===== config.mk =====
export PLATFORM = sky130hd
export DESIGN_NAME = load_store_unit_flat
export DESIGN_NICKNAME = d
export VERILOG_FILES = /design/src/rtl/load_store_unit_if.sv /design/src/rtl/load_store_unit.sv /design/src/flat_wrapper.sv
export SDC_FILE = /design/constraint.sdc
export NUM_CORES = 1
export LEC_CHECK = 0
export BUFFER_PORTS_ARGS = -buffer_cell sky130_fd_sc_hd__buf_2
export CORE_MARGIN = 5
export CORE_UTILIZATION = 49
export CTS_CLUSTER_DIAMETER = 40
export CTS_CLUSTER_SIZE = 28
export DETAILED_ROUTE_END_ITERATION = 10
export PLACE_DENSITY = 0.85
export SLEW_MARGIN = 20
export SYNTH_ARGS = -nofsm -noshare
export SYNTH_HDL_FRONTEND = slang
export SYNTH_SLANG_ARGS = --single-unit

===== constraint.sdc =====
create_clock -name clk -period 3.9 [get_ports clk]
set_input_delay 0.585 -clock clk [delete_from_list [all_inputs] [get_ports clk]]
set_output_delay 0.585 -clock clk [all_outputs]
set_load 0.01 [all_outputs]

===== src/rtl/load_store_unit_if.sv =====
// Data-memory initiator bundle: pipeline request/response plus the
// word-addressed memory port. 'slave' is the unit's view, 'master' is the
// pipeline/memory environment's view.
interface load_store_unit_if;
  logic        req_valid;
  logic        req_ready;
  logic        req_write;
  logic [31:0] req_addr;
  logic [31:0] req_wdata;
  logic [1:0]  req_size;
  logic        req_signed;
  logic        rsp_valid;
  logic [31:0] rsp_rdata;
  logic        rsp_err;
  logic [31:0] mem_addr;
  logic [31:0] mem_wdata;
  logic        mem_we;
  logic        mem_re;
  logic [31:0] mem_rdata;

  modport slave (
    input  req_valid, req_write, req_addr, req_wdata, req_size, req_signed, mem_rdata,
    output req_ready, rsp_valid, rsp_rdata, rsp_err, mem_addr, mem_wdata, mem_we, mem_re
  );

  modport master (
    output req_valid, req_write, req_addr, req_wdata, req_size, req_signed, mem_rdata,
    input  req_ready, rsp_valid, rsp_rdata, rsp_err, mem_addr, mem_wdata, mem_we, mem_re
  );
endinterface


===== src/rtl/load_store_unit.sv =====
// Load/store unit: one request at a time, alignment/range check, fixed
// MEM_LAT strobe hold, one response pulse per accepted request.
// Optional macro SUBWORD_EN: byte/half loads (lane extract + extension) and
// sub-word stores via read-modify-write. Without it every access is a word.
module load_store_unit #(
  parameter int DEPTH_WORDS = 64,
  parameter int MEM_LAT     = 1
) (
  input  logic             clk,
  input  logic             rst_n,
  load_store_unit_if.slave bus
);
`ifdef SUBWORD_EN
  typedef enum logic [1:0] {IDLE = 2'd0, RMW_RD = 2'd1, ACCESS = 2'd2, RESP = 2'd3} state_t;
`else
  typedef enum logic [1:0] {IDLE = 2'd0, ACCESS = 2'd2, RESP = 2'd3} state_t;
`endif

  localparam int CW = (MEM_LAT > 1) ? $clog2(MEM_LAT) : 1;

  state_t      state, nxt;
  logic [CW-1:0] cnt;
  logic        last;
  logic        ready_q;
  logic        accept;
  logic        misal, oor, req_err;
  logic        wr_q, err_q;
  logic [31:0] addr_q, wdata_q, rdata_q;
  logic [31:0] load_val;

`ifdef SUBWORD_EN
  logic        rmw;
  logic [1:0]  lo_q, size_q;
  logic        sgn_q;
  logic [4:0]  lane;
  logic [31:0] sh, msk, merged;
`else
  logic        unused_sub;
  assign unused_sub = ^{bus.req_size, bus.req_signed};
`endif

  assign accept = bus.req_valid && ready_q;
  assign last   = (cnt == CW'(MEM_LAT - 1));

  // Request legality: alignment by access size, word index within memory
  always_comb begin
    misal = |bus.req_addr[1:0];
`ifdef SUBWORD_EN
    case (bus.req_size)
      2'b00:   misal = 1'b0;
      2'b01:   misal = bus.req_addr[0];
      2'b10:   misal = |bus.req_addr[1:0];
      default: misal = 1'b1;
    endcase
    rmw = bus.req_write && (bus.req_size != 2'b10);
`endif
    oor     = {2'b00, bus.req_addr[31:2]} >= 32'(DEPTH_WORDS);
    req_err = misal | oor;
  end

`ifdef SUBWORD_EN
  // Lane extraction for loads and lane merge for read-modify-write stores
  always_comb begin
    lane     = {lo_q, 3'b000};
    sh       = bus.mem_rdata >> lane;
    case (size_q)
      2'b00:   load_val = {{24{sgn_q & sh[7]}}, sh[7:0]};
      2'b01:   load_val = {{16{sgn_q & sh[15]}}, sh[15:0]};
      default: load_val = bus.mem_rdata;
    endcase
    msk      = ((size_q == 2'b00) ? 32'h0000_00ff : 32'h0000_ffff) << lane;
    merged   = (bus.mem_rdata & ~msk) | ((wdata_q << lane) & msk);
  end
`else
  assign load_val = bus.mem_rdata;
`endif

  // State register; reset abandons any in-flight access
  always_ff @(posedge clk or negedge rst_n) begin
    if (!rst_n) state <= IDLE;
    else        state <= nxt;
  end

  // Next-state: errors skip the memory entirely
  always_comb begin
    nxt = state;
    case (state)
      IDLE: begin
        if (accept) begin
          if (req_err) nxt = RESP;
`ifdef SUBWORD_EN
          else if (rmw) nxt = RMW_RD;
`endif
          else nxt = ACCESS;
        end
      end
`ifdef SUBWORD_EN
      RMW_RD: if (last) nxt = ACCESS;
`endif
      ACCESS:  if (last) nxt = RESP;
      RESP:    nxt = IDLE;
      default: nxt = IDLE;
    endcase
  end

  // Datapath: request latch, latency counter, read capture, ready flag
  always_ff @(posedge clk or negedge rst_n) begin
    if (!rst_n) begin
      ready_q <= 1'b0;
      cnt     <= '0;
      wr_q    <= 1'b0;
      err_q   <= 1'b0;
      addr_q  <= '0;
      wdata_q <= '0;
      rdata_q <= '0;
`ifdef SUBWORD_EN
      lo_q    <= '0;
      size_q  <= '0;
      sgn_q   <= 1'b0;
`endif
    end else begin
      // ready tracks IDLE one edge late so it stays low through reset
      ready_q <= (nxt == IDLE);
      if (state == ACCESS
`ifdef SUBWORD_EN
          || state == RMW_RD
`endif
         ) cnt <= last ? '0 : cnt + 1'b1;
      else cnt <= '0;

      if (accept) begin
        wr_q    <= bus.req_write;
        err_q   <= req_err;
        rdata_q <= '0;
`ifdef SUBWORD_EN
        lo_q    <= bus.req_addr[1:0];
        size_q  <= bus.req_size;
        sgn_q   <= bus.req_signed;
`endif
        // memory-facing address/data only move for accesses that go out
        if (!req_err) begin
          addr_q <= {2'b00, bus.req_addr[31:2]};
          if (bus.req_write) wdata_q <= bus.req_wdata;
        end
      end

      if (state == ACCESS && last && !wr_q) rdata_q <= load_val;
`ifdef SUBWORD_EN
      if (state == RMW_RD && last) wdata_q <= merged;
`endif
    end
  end

  // Outputs: strobes decoded from state so reset drops them at once
  assign bus.req_ready = ready_q;
  assign bus.rsp_valid = (state == RESP);
  assign bus.rsp_rdata = (state == RESP) ? rdata_q : 32'h0;
  assign bus.rsp_err   = (state == RESP) && err_q;
  assign bus.mem_addr  = addr_q;
  assign bus.mem_wdata = wdata_q;
  assign bus.mem_we    = (state == ACCESS) && wr_q;
`ifdef SUBWORD_EN
  assign bus.mem_re    = (state == RMW_RD) || ((state == ACCESS) && !wr_q);
`else
  assign bus.mem_re    = (state == ACCESS) && !wr_q;
`endif
endmodule


===== src/flat_wrapper.sv =====
// flat-port wrapper written by rule: the top's interface ports become plain ports
module load_store_unit_flat 
#(
  parameter int DEPTH_WORDS = 64,
  parameter int MEM_LAT     = 1
)
  (clk, rst_n, bus_req_valid, bus_req_write, bus_req_addr, bus_req_wdata, bus_req_size, bus_req_signed, bus_mem_rdata, bus_req_ready, bus_rsp_valid, bus_rsp_rdata, bus_rsp_err, bus_mem_addr, bus_mem_wdata, bus_mem_we, bus_mem_re);
  load_store_unit_if bus_i ();
  input  logic clk;
  input  logic rst_n;
  input wire logic [$bits(bus_i.req_valid)-1:0] bus_req_valid;
  input wire logic [$bits(bus_i.req_write)-1:0] bus_req_write;
  input wire logic [$bits(bus_i.req_addr)-1:0] bus_req_addr;
  input wire logic [$bits(bus_i.req_wdata)-1:0] bus_req_wdata;
  input wire logic [$bits(bus_i.req_size)-1:0] bus_req_size;
  input wire logic [$bits(bus_i.req_signed)-1:0] bus_req_signed;
  input wire logic [$bits(bus_i.mem_rdata)-1:0] bus_mem_rdata;
  output wire logic [$bits(bus_i.req_ready)-1:0] bus_req_ready;
  output wire logic [$bits(bus_i.rsp_valid)-1:0] bus_rsp_valid;
  output wire logic [$bits(bus_i.rsp_rdata)-1:0] bus_rsp_rdata;
  output wire logic [$bits(bus_i.rsp_err)-1:0] bus_rsp_err;
  output wire logic [$bits(bus_i.mem_addr)-1:0] bus_mem_addr;
  output wire logic [$bits(bus_i.mem_wdata)-1:0] bus_mem_wdata;
  output wire logic [$bits(bus_i.mem_we)-1:0] bus_mem_we;
  output wire logic [$bits(bus_i.mem_re)-1:0] bus_mem_re;
  assign bus_i.req_valid = bus_req_valid;
  assign bus_i.req_write = bus_req_write;
  assign bus_i.req_addr = bus_req_addr;
  assign bus_i.req_wdata = bus_req_wdata;
  assign bus_i.req_size = bus_req_size;
  assign bus_i.req_signed = bus_req_signed;
  assign bus_i.mem_rdata = bus_mem_rdata;
  assign bus_req_ready = bus_i.req_ready;
  assign bus_rsp_valid = bus_i.rsp_valid;
  assign bus_rsp_rdata = bus_i.rsp_rdata;
  assign bus_rsp_err = bus_i.rsp_err;
  assign bus_mem_addr = bus_i.mem_addr;
  assign bus_mem_wdata = bus_i.mem_wdata;
  assign bus_mem_we = bus_i.mem_we;
  assign bus_mem_re = bus_i.mem_re;
  load_store_unit #(.DEPTH_WORDS(DEPTH_WORDS), .MEM_LAT(MEM_LAT)) u_core (.clk(clk), .rst_n(rst_n), .bus(bus_i));
endmodule

==> results by group <==
Outcome
  – Status: finished, final reports clean

Clocking
  – Number of CTS-inserted buffers: 9
  – Worst-path clk slew: 100 ps
  – H-tree depth: 3
  – CTS root buffer: clkbuf_8
  – Max Root-Sink Buffers: 2
  – Cts hold-fix bufs: 0
  – Sinks on the clock net: 99
  – Post-cts gate resize count: 0
  – Post-CTS Repair Setup Buffers: 0
  – CTS tree: built
  – Latest clock arrival within the worst-skew pair: 350 ps

Worst setup path
  – Worst path bufs/invs: 1
  – Crit path cell chain: nor3b_2, buf_2
  – Element type at the critical path end: output port
  – R2R setup slack: 1680 ps
  – Slowest stage delay, CP: 1000 ps
  – Worst Path Arrival: 1870 ps
  – Crit path max fanout: 38
  – Critical-path top delay cell: dfrtp_1
  – Crit path max-delay family: flip-flops
  – Crit path required time: 3310 ps
  – Startpoint types: flip-flop
  – R2R depth: 3
  – Worst r2r src: u_core.state[1]
  – Worst Setup Path Type: reg2out
  – RR Endpoint: u_core.rdata_q[6]

Logic synthesis
  – Number of synthesized register bits: 99
  – Main synth FF type: dfrtp_1
  – Largest family of logic cells by synthesized area: simple AND/OR/NAND/NOR gates
  – Synth async-reset ratio: 100.0%
  – Number of synthesized flops with an enable pin: 0
  – Yosys cell types: 24
  – Post-Synth Adder-Cell Area: 0%
  – Post-synthesis mux area share: 10.77%
  – Post-synthesis xor/xnor area fraction: 0%
  – Compound-gate portion of the synthesized area: 4.282%
  – Mapped Cells: 345
  – Simple logic cell fraction of the synthesized area: around a fifth
  – Avg Cell Area, Syn: 11.52 um2
  – Mapped cell area: between 3000 and 4000 um2
  – Sequential area share after synthesis: 62.34%
  – Synthesis Warnings: 0

Pwr
  – Maximum VDD drop: 0.2119 mV
  – Sw Ratio: between 30% and 40%
  – Internal: 1.555 mW
  – Switching power: between 700 and 800 uW
  – Sequential share of power: 54.7%
  – Clock network fraction of total power: 27.0%
  – Cell leakage power: 3.086 nW
  – Comb power frac: 18.3%
  – Power Density: 448.0 nW/um2
  – Tot Pwr: 2.336 mW

STA
  – Hold Fails Final Rpt: 0
  – Least-Margin Pin Slew: 982.2 ps
  – Crit share post-route: 62.90%
  – Worst relative slew slack: 34.52%
  – Minimum clock period: between 2000 and 2500 ps
  – Final setup margin: 1447 ps
  – Slew Viols, Final: 0
  – Final setup fails: 0
  – Setup TNS Final: 0 ps
  – Fmax: 407.7 MHz
  – Post-Route Skew: 10.83 ps
  – RSZ-0062 raised after global routing: no

Floorplanning
  – Core footprint: 7807 um2
  – FP Rows: 32
  – Die area: 10,010 um2
  – Initial Util: about half
  – I/O pin cnt: around 200
  – Chip Width: between 100 and 150 um
  – Vert. Die Dim: 100.1 um

Cells and area
  – Final #Nets: 637
  – Inserted Diodes: 0
  – Synthesis-to-finish area growth: 31.20%
  – Fraction of layout cells with a size suffix above 1: a little under half
  – Final instance area: 5214 um2

Global routing
  – Initial antenna violation count: 0
  – Remaining Overflow, GRT: 0
  – Largest net degree at the start of global routing: between 90 and 100
  – Vias in the first global route: 3,324
  – GR Util All Layers: roughly 20%
  – First-pass GRT wire length: 15,810 um

Route
  – Final ANT Viol Nets: 0
  – DRC errors left: 0
  – Routed vias: 3,180
  – WL per Instance: 15.44 um
  – Routed wire length: roughly 10000 um
  – Vias per inst: 4.961
  – Initial DRT Pass Iterations: 4
  – Starting DRT DRC Count: ~120

Place
  – Hpwl dp: 7353 um
  – Port Buffer Count: between 150 and 200
  – Final Wtd Congestion: slightly below 0.8
  – Dpl ws: around 1100 ps
  – Placed Instance Area: 5019 um2

Min path
  – Hold Path Class: in2async

Flow run
  – Total of max-cap violations: 0
## cell families (layout without fill, tap and decap cells)
family | after synthesis | after routing
other | 1 | 2
buffers and inverters | 27 | 220
flip-flops | 99 | 99
AND/OR/NAND/NOR | 146 | 146
multiplexers | 38 | 38
AO/OA/AOI/OAI | 34 | 34
## worst max path at each step
| stage | startpoint | endpoint | slack, ps | cells past startpoint |
|---|---|---|---|---|
| detailed placement | bus_req_addr[16] | u_core.bus.mem_addr[0] | 1080 | 6 |
| CTS | u_core.state[1] | bus_mem_re | 1440 | 2 |
| finish | u_core.state[1] | bus_mem_re | 1450 | 2 |
| floorplan | bus_req_addr[16] | u_core.bus.mem_wdata[10] | 1740 | 5 |
| global placement | bus_req_addr[16] | u_core.bus.mem_addr[0] | 1180 | 6 |
| global route | u_core.state[1] | bus_mem_re | 1310 | 2 |
## flip-flops by register name, indices dropped and copies added, names as in the netlist
name,cells
u_core.bus.req_ready,1
u_core.state,2
u_core.bus.mem_wdata,32
u_core.rdata_q,32
u_core.err_q,1
u_core.bus.mem_addr,30
u_core.wr_q,1
## layout by cell type (no fill, tap or decap), drive strengths merged
master / synthesis / final
nor4: 10 / 10
and3: 33 / 33
nand4: 1 / 1
clkinvlp: 0 / 1
and3b: 1 / 1
nand2: 67 / 67
and4b: 1 / 1
mux2: 38 / 38
o21ai: 32 / 32
inv: 1 / 5
clkinv: 0 / 2
nor2b: 24 / 24
a21oi: 2 / 2
nand3: 2 / 2
conb: 1 / 2
dfrtp: 99 / 99
nor3b: 1 / 1
buf: 7 / 203
and2: 1 / 1
clkbuf: 19 / 9
nor2: 5 / 5
## area by class of cell
cell class / instances / area (um2)
clock inverter: 7 / 67.56
clock buffer: 9 / 123.9
timing repair buffer: 203 / 1035
sequential: 99 / 2477
multi-input combinational: 220 / 1379
inverter: 1 / 3.754
fill: 627 / 2594
tap: 102 / 127.6
## layer usage
layer	part of all wire, %	global-route usage [%]
met2	52	35.81
met3	8.4	5.629
met5	0	0
met1	38	22.98
met4	1.8	6.425
## worst reg2reg max path: stages (launching register included)
cell,delay (ps)
dfrtp_1,1000
nor3b_2,360
buf_4,490
o21ai_0,240
## through the flow
stage / utilization, % / cells / hold slack (ps)
3_5_place_dp: 64.28 / 625 / 475.2
3_3_place_gp: 64.28 / 625 / 464.7
5_1_grt: 66.78 / 641 / 336.9
2_1_floorplan: - / 346 / 289.4
4_1_cts: 66.73 / 641 / 410.6
6_report: 66.78 / 641 / 284.1
## cells in the mapped netlist, types with 2 or more instances
master	n	share of area, %
a21oi_1	2	0.25
nor4_1	8	1.3
nand3_1	2	0.25
mux2_2	36	10
buf_4	3	0.57
clkbuf_1	19	1.8
nor2b_1	24	3.8
dfrtp_1	99	62
mux2_1	2	0.57
o21ai_0	32	4.0
nand2_1	67	6.3
and3_1	33	5.2
buf_6	3	0.85
nor2_1	5	0.47
## power by group through the flow
stage | clock network [mW] | registers (mW) | logic, mW
2_1_floorplan | 0 | 1.20 | 0.322
3_3_place_gp | 0 | 1.28 | 0.411
3_5_place_dp | 0 | 1.30 | 0.432
4_1_cts | 0.650 | 1.28 | 0.433
5_1_grt | 0.700 | 1.30 | 0.480
6_report | 0.631 | 1.28 | 0.427
Note: power is estimated with default switching activity, not from simulation.
